--- config.mk ---
export PLATFORM = sky130hd
export DESIGN_NAME = fp_mult_pipe
export DESIGN_NICKNAME = d
export VERILOG_FILES = /design/src/rtl/fp_mult_pipe.sv
export SDC_FILE = /design/constraint.sdc
export NUM_CORES = 2
export LEC_CHECK = 0
export BUFFER_PORTS_ARGS = -buffer_cell sky130_fd_sc_hd__buf_2
export CAP_MARGIN = 20
export CORE_MARGIN = 2
export CORE_UTILIZATION = 56
export DETAILED_ROUTE_END_ITERATION = 10
export PLACE_DENSITY = 0.8
export SYNTH_ARGS = -nofsm -noshare
export SYNTH_HDL_FRONTEND = slang
export SYNTH_SLANG_ARGS = --single-unit
--- constraint.sdc ---
create_clock -name clk -period 20.4 [get_ports clk]
set_input_delay 2.04 -clock clk [delete_from_list [all_inputs] [get_ports clk]]
set_output_delay 2.04 -clock clk [all_outputs]
set_load 0.02 [all_outputs]
--- src/rtl/fp_mult_pipe.sv ---
// -----------------------------------------------------------------------------
// fp_mult_pipe
//   IEEE-754 single-precision multiplier with two register ranks.
//   Rank 1 captures the operands, rank 2 holds the rounded product and a
//   zero-or-one-hot exception status. One operation per cycle, no backpressure.
//   Denormal inputs are treated as signed zero and no subnormal is produced.
//
// Parameters
//   RND_DEFAULT  rounding mode used when rnd is 6 or 7
//
// Ports
//   clk        in   1   rising-edge clock
//   rst        in   1   asynchronous active-low reset, clears both ranks
//   in_valid   in   1   a/b/rnd valid this cycle
//   a, b       in   32  operands, IEEE-754 single
//   rnd        in   3   0 near-even, 1 to-zero, 2 to +inf, 3 to -inf,
//                       4 nearest ties-up, 5 away-from-zero
//   out_valid  out  1   z/status valid
//   z          out  32  product
//   status     out  8   [0]zero [1]inf [2]nan [3]tiny [4]huge [5]inexact,
//                       [7:6] always 0
// -----------------------------------------------------------------------------
module fp_mult_pipe #(
    parameter logic [2:0] RND_DEFAULT = 3'd0
) (
    input  logic        clk,
    input  logic        rst,
    input  logic        in_valid,
    input  logic [31:0] a,
    input  logic [31:0] b,
    input  logic [2:0]  rnd,
    output logic        out_valid,
    output logic [31:0] z,
    output logic [7:0]  status
);

    // ---- Rank 1: operand capture ----
    logic        vld_q;
    logic [31:0] a_q, b_q;
    logic [2:0]  rnd_q;
    logic [2:0]  rnd_d;

    // Modes 6 and 7 are not defined; fold them onto the default here so the
    // datapath only ever sees modes 0..5.
    assign rnd_d = (rnd[2] && rnd[1]) ? RND_DEFAULT : rnd;

    always_ff @(posedge clk or negedge rst) begin
        if (!rst) begin
            vld_q <= 1'b0;
            a_q   <= 32'h0;
            b_q   <= 32'h0;
            rnd_q <= 3'd0;
        end else begin
            vld_q <= in_valid;
            a_q   <= a;
            b_q   <= b;
            rnd_q <= rnd_d;
        end
    end

    // ---- Combinational multiply / round between the ranks ----
    logic        sa, sb, sz;
    logic [7:0]  ea, eb;
    logic [22:0] ma, mb;
    logic        a_zero, b_zero, a_inf, b_inf, a_nan, b_nan;
    logic [47:0] prod;
    logic [23:0] mant_sel;
    logic        guard, sticky, inc;
    logic [24:0] mant_rnd;
    logic signed [9:0] exp_pre, exp_post;
    logic        to_inf, away;
    logic [31:0] z_d;
    logic [7:0]  status_d;

    assign sa = a_q[31];
    assign sb = b_q[31];
    assign ea = a_q[30:23];
    assign eb = b_q[30:23];
    assign ma = a_q[22:0];
    assign mb = b_q[22:0];
    assign sz = sa ^ sb;

    // A zero exponent covers both true zero and flushed denormals.
    assign a_zero = (ea == 8'h00);
    assign b_zero = (eb == 8'h00);
    assign a_inf  = (ea == 8'hFF) && (ma == 23'h0);
    assign b_inf  = (eb == 8'hFF) && (mb == 23'h0);
    assign a_nan  = (ea == 8'hFF) && (ma != 23'h0);
    assign b_nan  = (eb == 8'hFF) && (mb != 23'h0);

    assign prod = {24'h0, 1'b1, ma} * {24'h0, 1'b1, mb};

    always_comb begin
        // Product of two [1,2) significands lies in [1,4); bit 47 marks [2,4).
        if (prod[47]) begin
            mant_sel = prod[47:24];
            guard    = prod[23];
            sticky   = |prod[22:0];
        end else begin
            mant_sel = prod[46:23];
            guard    = prod[22];
            sticky   = |prod[21:0];
        end
        exp_pre = $signed({2'b00, ea}) + $signed({2'b00, eb}) - 10'sd127
                  + $signed({9'd0, prod[47]});

        case (rnd_q)
            3'd0:    inc = guard & (sticky | mant_sel[0]);
            3'd1:    inc = 1'b0;
            3'd2:    inc = ~sz & (guard | sticky);
            3'd3:    inc = sz & (guard | sticky);
            3'd4:    inc = guard;
            default: inc = guard | sticky;
        endcase

        mant_rnd = {1'b0, mant_sel} + {24'd0, inc};
        // A carry-out leaves mant_rnd[23:0] all zero, i.e. significand 1.0.
        exp_post = exp_pre + $signed({9'd0, mant_rnd[24]});

        // Direction of the saturating results for overflow and underflow.
        to_inf = (rnd_q == 3'd0) || (rnd_q == 3'd4) || (rnd_q == 3'd5) ||
                 (rnd_q == 3'd2 && !sz) || (rnd_q == 3'd3 && sz);
        away   = (rnd_q == 3'd5) ||
                 (rnd_q == 3'd2 && !sz) || (rnd_q == 3'd3 && sz);

        z_d      = 32'h0;
        status_d = 8'h00;
        if (a_nan || b_nan || (a_zero && b_inf) || (a_inf && b_zero)) begin
            z_d      = 32'h7FC0_0000;
            status_d = 8'h04;
        end else if (a_inf || b_inf) begin
            z_d      = {sz, 8'hFF, 23'h0};
            status_d = 8'h02;
        end else if (a_zero || b_zero) begin
            z_d      = {sz, 31'h0};
            status_d = 8'h01;
        end else if (exp_pre <= 10'sd0) begin
            z_d      = away ? {sz, 8'h01, 23'h0} : {sz, 31'h0};
            status_d = 8'h08;
        end else if (exp_post >= 10'sd255) begin
            z_d      = to_inf ? {sz, 8'hFF, 23'h0} : {sz, 8'hFE, 23'h7FFFFF};
            status_d = 8'h10;
        end else begin
            z_d      = {sz, exp_post[7:0], mant_rnd[22:0]};
            status_d = {2'b00, guard | sticky, 5'b00000};
        end
    end

    // ---- Rank 2: result registers ----
    logic        out_valid_q;
    logic [31:0] z_q;
    logic [7:0]  status_q;

    // Bubbles drop out_valid but leave the last result on z/status.
    always_ff @(posedge clk or negedge rst) begin
        if (!rst) begin
            out_valid_q <= 1'b0;
            z_q         <= 32'h0;
            status_q    <= 8'h00;
        end else begin
            out_valid_q <= vld_q;
            if (vld_q) begin
                z_q      <= z_d;
                status_q <= status_d;
            end
        end
    end

    assign out_valid = out_valid_q;
    assign z         = z_q;
    assign status    = status_q;

endmodule
After elaboration in Yosys (flattened, before gate mapping) --
Cells that the tools add are included. Widths: inputs -> output; s select.
Word-level totals: bits of input ports 70, word-level logic and storage cells 76, output and inout port bits 41, bits in registers 109
Cells by class: eq/ne operators 7, bitwise gates (word level) 7, reduce and logical (&&, ||, !) cells 30, add/sub/neg operators 5, muxes and demuxes 17, magnitude comparators 2, multiply operators 1
Operators with widths (count):
- $mux 31 | 4
- $mux 24 | 3
- $mul 24x24->48 | 1
- $logic_not 23->1 | 2
- $reduce_bool 23->1 | 2
- $mux 32 | 1
- $mux 6 | 5
- $add 24x1->25 | 1
- $reduce_or 23->1 | 1
- $reduce_or 22->1 | 1
- $add 10x2->10 | 2
- $eq 8x8->1 const B | 2
- $logic_not 8->1 | 2
- $logic_or 1x1->1 | 11
- $ge 10x9->1 const B | 1
- $le 10x1->1 const B | 1
- $sub 9x7->10 const B | 1
- $add 8x8->9 | 1
- $logic_and 1x1->1 | 9
- $eq 3x2->1 const B | 2
- $eq 3x3->1 const B | 2
- $pmux 1 s5 | 1
- $and 1x1->1 | 3
- $eq 3x1->1 const B | 1
- 7 further kinds | 9

Logic depth before layout (Yosys ltp) --
word-level depth 14, depth in mapped cells 50, mapped depth without buffers 47

Worst setup path after synthesis --
No wires, ideal clock.
path type reg2reg, start point register a_q[21], end point register z_q[11], in the netlist z[11], setup time 141 ps, required time 20259 ps, buffers on the path 7, arrival time 10998 ps, path slack 9261 ps, clock period less this slack 11139 ps, stages on the path, launching flop included 48, path through dfrtp_1 -> clkbuf_1 -> nand2_1 -> fa_1 -> inv_1 -> fa_1 -> fa_1 -> inv_1 -> fa_1 -> inv_1 -> fa_1 -> fa_1 -> inv_1 -> fa_1 -> inv_1 -> ha_1 -> buf_2 -> nand2_1 -> [... 12 more ...] -> nand4_2 -> nor4_4 -> nor4b_2 -> nand4_1 -> nor3_1 -> ha_1 -> ha_1 -> and2_1 -> nand2_1 -> xor2_1 -> o32ai_1 -> nand3b_1 -> o311a_1 -> nor2_1 -> or2_2 -> clkbuf_1 -> buf_1 -> o22ai_1
On the way: cells in the longest elaborated chain, start to end 14, elaborated cells on any way between the ends 31
Ends and longest elaborated chain:
- start: declaration | line 39 | logic [31:0] a_q, b_q;
- start signal: assignment | line 50 | a_q <= 32'h0;
- start signal: assignment | line 55 | a_q <= a;
- $mul 24x24->48 | line 91 | assign prod = {24'h0, 1'b1, ma} * {24'h0, 1'b1, mb};
- $reduce_or 23->1 / $reduce_or 22->1 (equally long branches) | line 98, 102
- $mux 1 | line 95 | if (prod[47]) begin
- $or 1x1->1 (on tied branches)
- $and 1x1->1 (on tied branches) | line 111, 108, 110
- $pmux 1 s5 | line 107 | case (rnd_q)
- $add 24x1->25 | line 116 | mant_rnd = {1'b0, mant_sel} + {24'd0, inc};
- $add 10x2->10 | line 118 | exp_post = exp_pre + $signed({9'd0, mant_rnd[24]});
- $ge 10x9->1 | line 140 | end else if (exp_post >= 10'sd255) begin
- $mux 31 | line 140
- $mux 31 | line 137 | end else if (exp_pre <= 10'sd0) begin
- $mux 31 | line 134 | end else if (a_zero || b_zero) begin
- $mux 31 | line 131 | end else if (a_inf || b_inf) begin
- $mux 32 (*) | line 128 | if (a_nan || b_nan || (a_zero && b_inf) || (a_inf && b_zero)) begin
- end signal: assignment | line 163 | z_q <= z_d;
- end: declaration | line 151 | logic [31:0] z_q;
Mark *: on every way between the ends. The rest lies on a longest branch, timed or not. A chain may end at the register's enable or synchronous reset.

Worst setup path in the final report --
start point register a_q[22], end point register z_q[10], in the netlist z[10]
On the way: cells in the longest elaborated chain, start to end 14, elaborated cells on any way between the ends 30
Ends and longest elaborated chain:
- $mul 24x24->48 | line 91
- $reduce_or 23->1 | line 98 | sticky = |prod[22:0];
- $mux 1 | line 95
- $or 1x1->1 (on tied branches)
- $and 1x1->1 (on tied branches) | line 111, 108, 110
- $pmux 1 s5 | line 107
- $add 24x1->25 | line 116
- $add 10x2->10 | line 118
- $ge 10x9->1 | line 140
- $mux 31 | line 140
- $mux 31 | line 137
- $mux 31 | line 134
- $mux 31 | line 131
- $mux 32 (*) | line 128
Marks and branches as above.

==> metrics.yaml <==
yosys.area.top_type: "fa_1"
synthTopCellsByArea: "fa_1, dfrtp_1, ha_1, inv_1, and2_1"
dieArea_mm2: 0.0458
place_hpwl_um: 54700
clk_pin_slew_ps: 90
cts_tree: "yes"
gp_congestion: 0.962
synth_seq_cells: 107
drive_gt1_share_pct: 6.81
start_util_pct: 57.0
fin_nets: 3559
ys_types: 92
cp_slowest_stage_delay_ps: 1000
drt-total-wl_um: 70600
drc: 0
place_ws_ps: 7870
ant_nets: 0
required_ps: 20710
crit_top_cell: "fa_1"
place_inst: 3383
fin_tns_setup_ps: 0
synth-main-ff-cell: "dfrtp_1"
num_vias: 19876
core-area_mm2: 0.0434
report.final.slew_viol_count: 0
crit_family: "adder cells"
crit_slowest_cell: "dfrtp_1"
clockBufferDepth: 2
synth_top_area_share_pct: 39.1
die_w_um: 214
htreeDepth: 3
fin_hold_ws_ps: 504
rows: 76
status: "finished, final reports clean"
fin_crit_ps: 12760
top_layer: "met5"
hold_class: "reg -> reg"
fin_cells: 3406
worst-path-buf-inv: 6
wire_per_inst_um: 20.7
path_class: "reg -> reg"
cts-buffers-inserted: 9
avgViaCountPerCell: 5.84
startpoint_type: "flip-flop"
setup_slack_ps: 7640
syn_avg_cell_area_um2: 8.86
slew_headroom_pct: 20.4
drt_iter0_markers: 1625
drv_cap: 0
wl_met2_um: 34600
die_y_um: 214
fin_crit_sh_pct: 62.6
cts_root_buf: "clkbuf_16"
grt_max_degree: 59
firstDrtPassIters: 5
dr_wl_met3_um: 6250
setup_viol: 0
max_slew.worst_pin.slew_ps: 1190
yosys_warnings: 0
grt_pass1_vias: 21519
yosysSeqAreaShare_pct: 10.8
synthCells: 2790
rsz0062_at_grt: "false"
clock.fmax_mhz: 78.3
post_cts_resized: 0
path_max_fanout: 28
grt_usage_pct: 32.1
synth_edf_count: 0
hold_viol: 0
grt.overflow.total: 0
arrival_ps: 13070
antenna_found_initial: 3
synth_common_cells: "inv_1, fa_1, nand2_1, and2_1, ha_1"
drt-met1-wl_um: 26300
critPathCaptureType: "flip-flop"
numPortBuffers: 108
ios: 111
cts_setup_buffers: 0
ys_async_sr_fraction_pct: 100
yosysMostFrequentCell: "inv_1"
grt_first_pass_wirelength_um: 115000
fin_skew_ps: 14.8
cts.sinks: 107
area_growth_pct: 5.78
netlist_area_mm2: 0.0247
ctsHoldBuffers: 0
clock_latency_ps: 400
worst register-to-register path, delay by kind of cell (launching register included):
kind | cells | cell delay (ps)
AOI/OAI and AO/OA | 8 | 1980
xor gates and xnor gates | 1 | 250
adders and majority gates | 12 | 4870
buffers and inverters | 6 | 870
DFF | 1 | 1000
and+or+nand+nor | 15 | 3730
metal layers:
layer | vias to the layer above | GRT usage [%]
met5 | - | 0
met1 | 9995 | 40.1
met4 | 2 | 14.1
li1 | 8603 | -
met3 | 230 | 6.55
met2 | 1046 | 54.2
placed cells by master (no fill, tap or decap), drive strengths merged, types with 6 or more instances in the layout:
master | Yosys | routed
a211oi | 14 | 14
and2 | 235 | 235
o21a | 7 | 7
xnor2 | 40 | 40
a21oi | 75 | 75
clkbuf | 108 | 9
inv | 619 | 622
a31oi | 12 | 12
nor4 | 20 | 20
a21o | 24 | 24
o21ai | 56 | 56
a21boi | 6 | 6
nor3 | 28 | 28
xor2 | 22 | 22
o211ai | 7 | 7
nand4 | 32 | 32
nor2 | 109 | 109
or3 | 13 | 13
nand2b | 10 | 10
ha | 193 | 193
or4 | 8 | 8
o21bai | 10 | 10
o22ai | 22 | 22
buf | 23 | 142
fa | 483 | 483
or2 | 6 | 6
dfrtp | 107 | 107
and3 | 11 | 11
mux2i | 8 | 8
nand2 | 365 | 365
clkinv | 3 | 6
nand3 | 23 | 23
final cells by class:
class                      instances  area (um^2)
clock inverter                     7          103
multi-input combinational       1931        19200
timing repair buffer             142          878
tap                              585          732
fill                            3657        17200
inverter                         622         2330
clock buffer                       9          225
antenna                            3         7.51
sequential                       107         2680
logic make-up after synthesis:
logic type	share of synthesized area, %
AND/OR/NAND/NOR	17.8
flip-flops	10.8
other	0.0152
XOR/XNOR	2.36
adder cells (fa/ha/maj)	48.9
buffers and inverters	11.6
AO/OA/AOI/OAI	8.06
multiplexers	0.461
worst paths after layout:
check | startpoint | end | slack [ps] | depth (start not counted)
worst max-delay path | a_q[22]$_DFF_PN0_ | z[10]$_DFFE_PN0P_ | 7640 | 42
worst min-delay path | z[27]$_DFFE_PN0P_ | z[27]$_DFFE_PN0P_ | 500 | 1
worst max register to register | a_q[22]$_DFF_PN0_ | z[10]$_DFFE_PN0P_ | 7640 | 42
worst min register to register | z[27]$_DFFE_PN0P_ | z[27]$_DFFE_PN0P_ | 500 | 1
max in group asynchronous | rst | b_q[11]$_DFF_PN0_ | 17480 | 2
min in group asynchronous | rst | b_q[13]$_DFF_PN0_ | 1710 | 1
flip-flops by register name (all words and copies together), names as in the netlist:
signal / flops
out_valid: 1
b_q: 32
status: 6
vld_q: 1
z: 32
rnd_q: 3
a_q: 32
through the flow:
stage,instance area [um^2],util (%)
floorplan,24700,-
global placement,25700,59.3
detailed placement,25700,59.3
CTS,26000,60.0
global route,26100,60.3
finish,26100,60.3
Power is left out: the tool's default activity adds up to more than one toggle a clock period on the data nets, which glitch-free logic cannot reach.
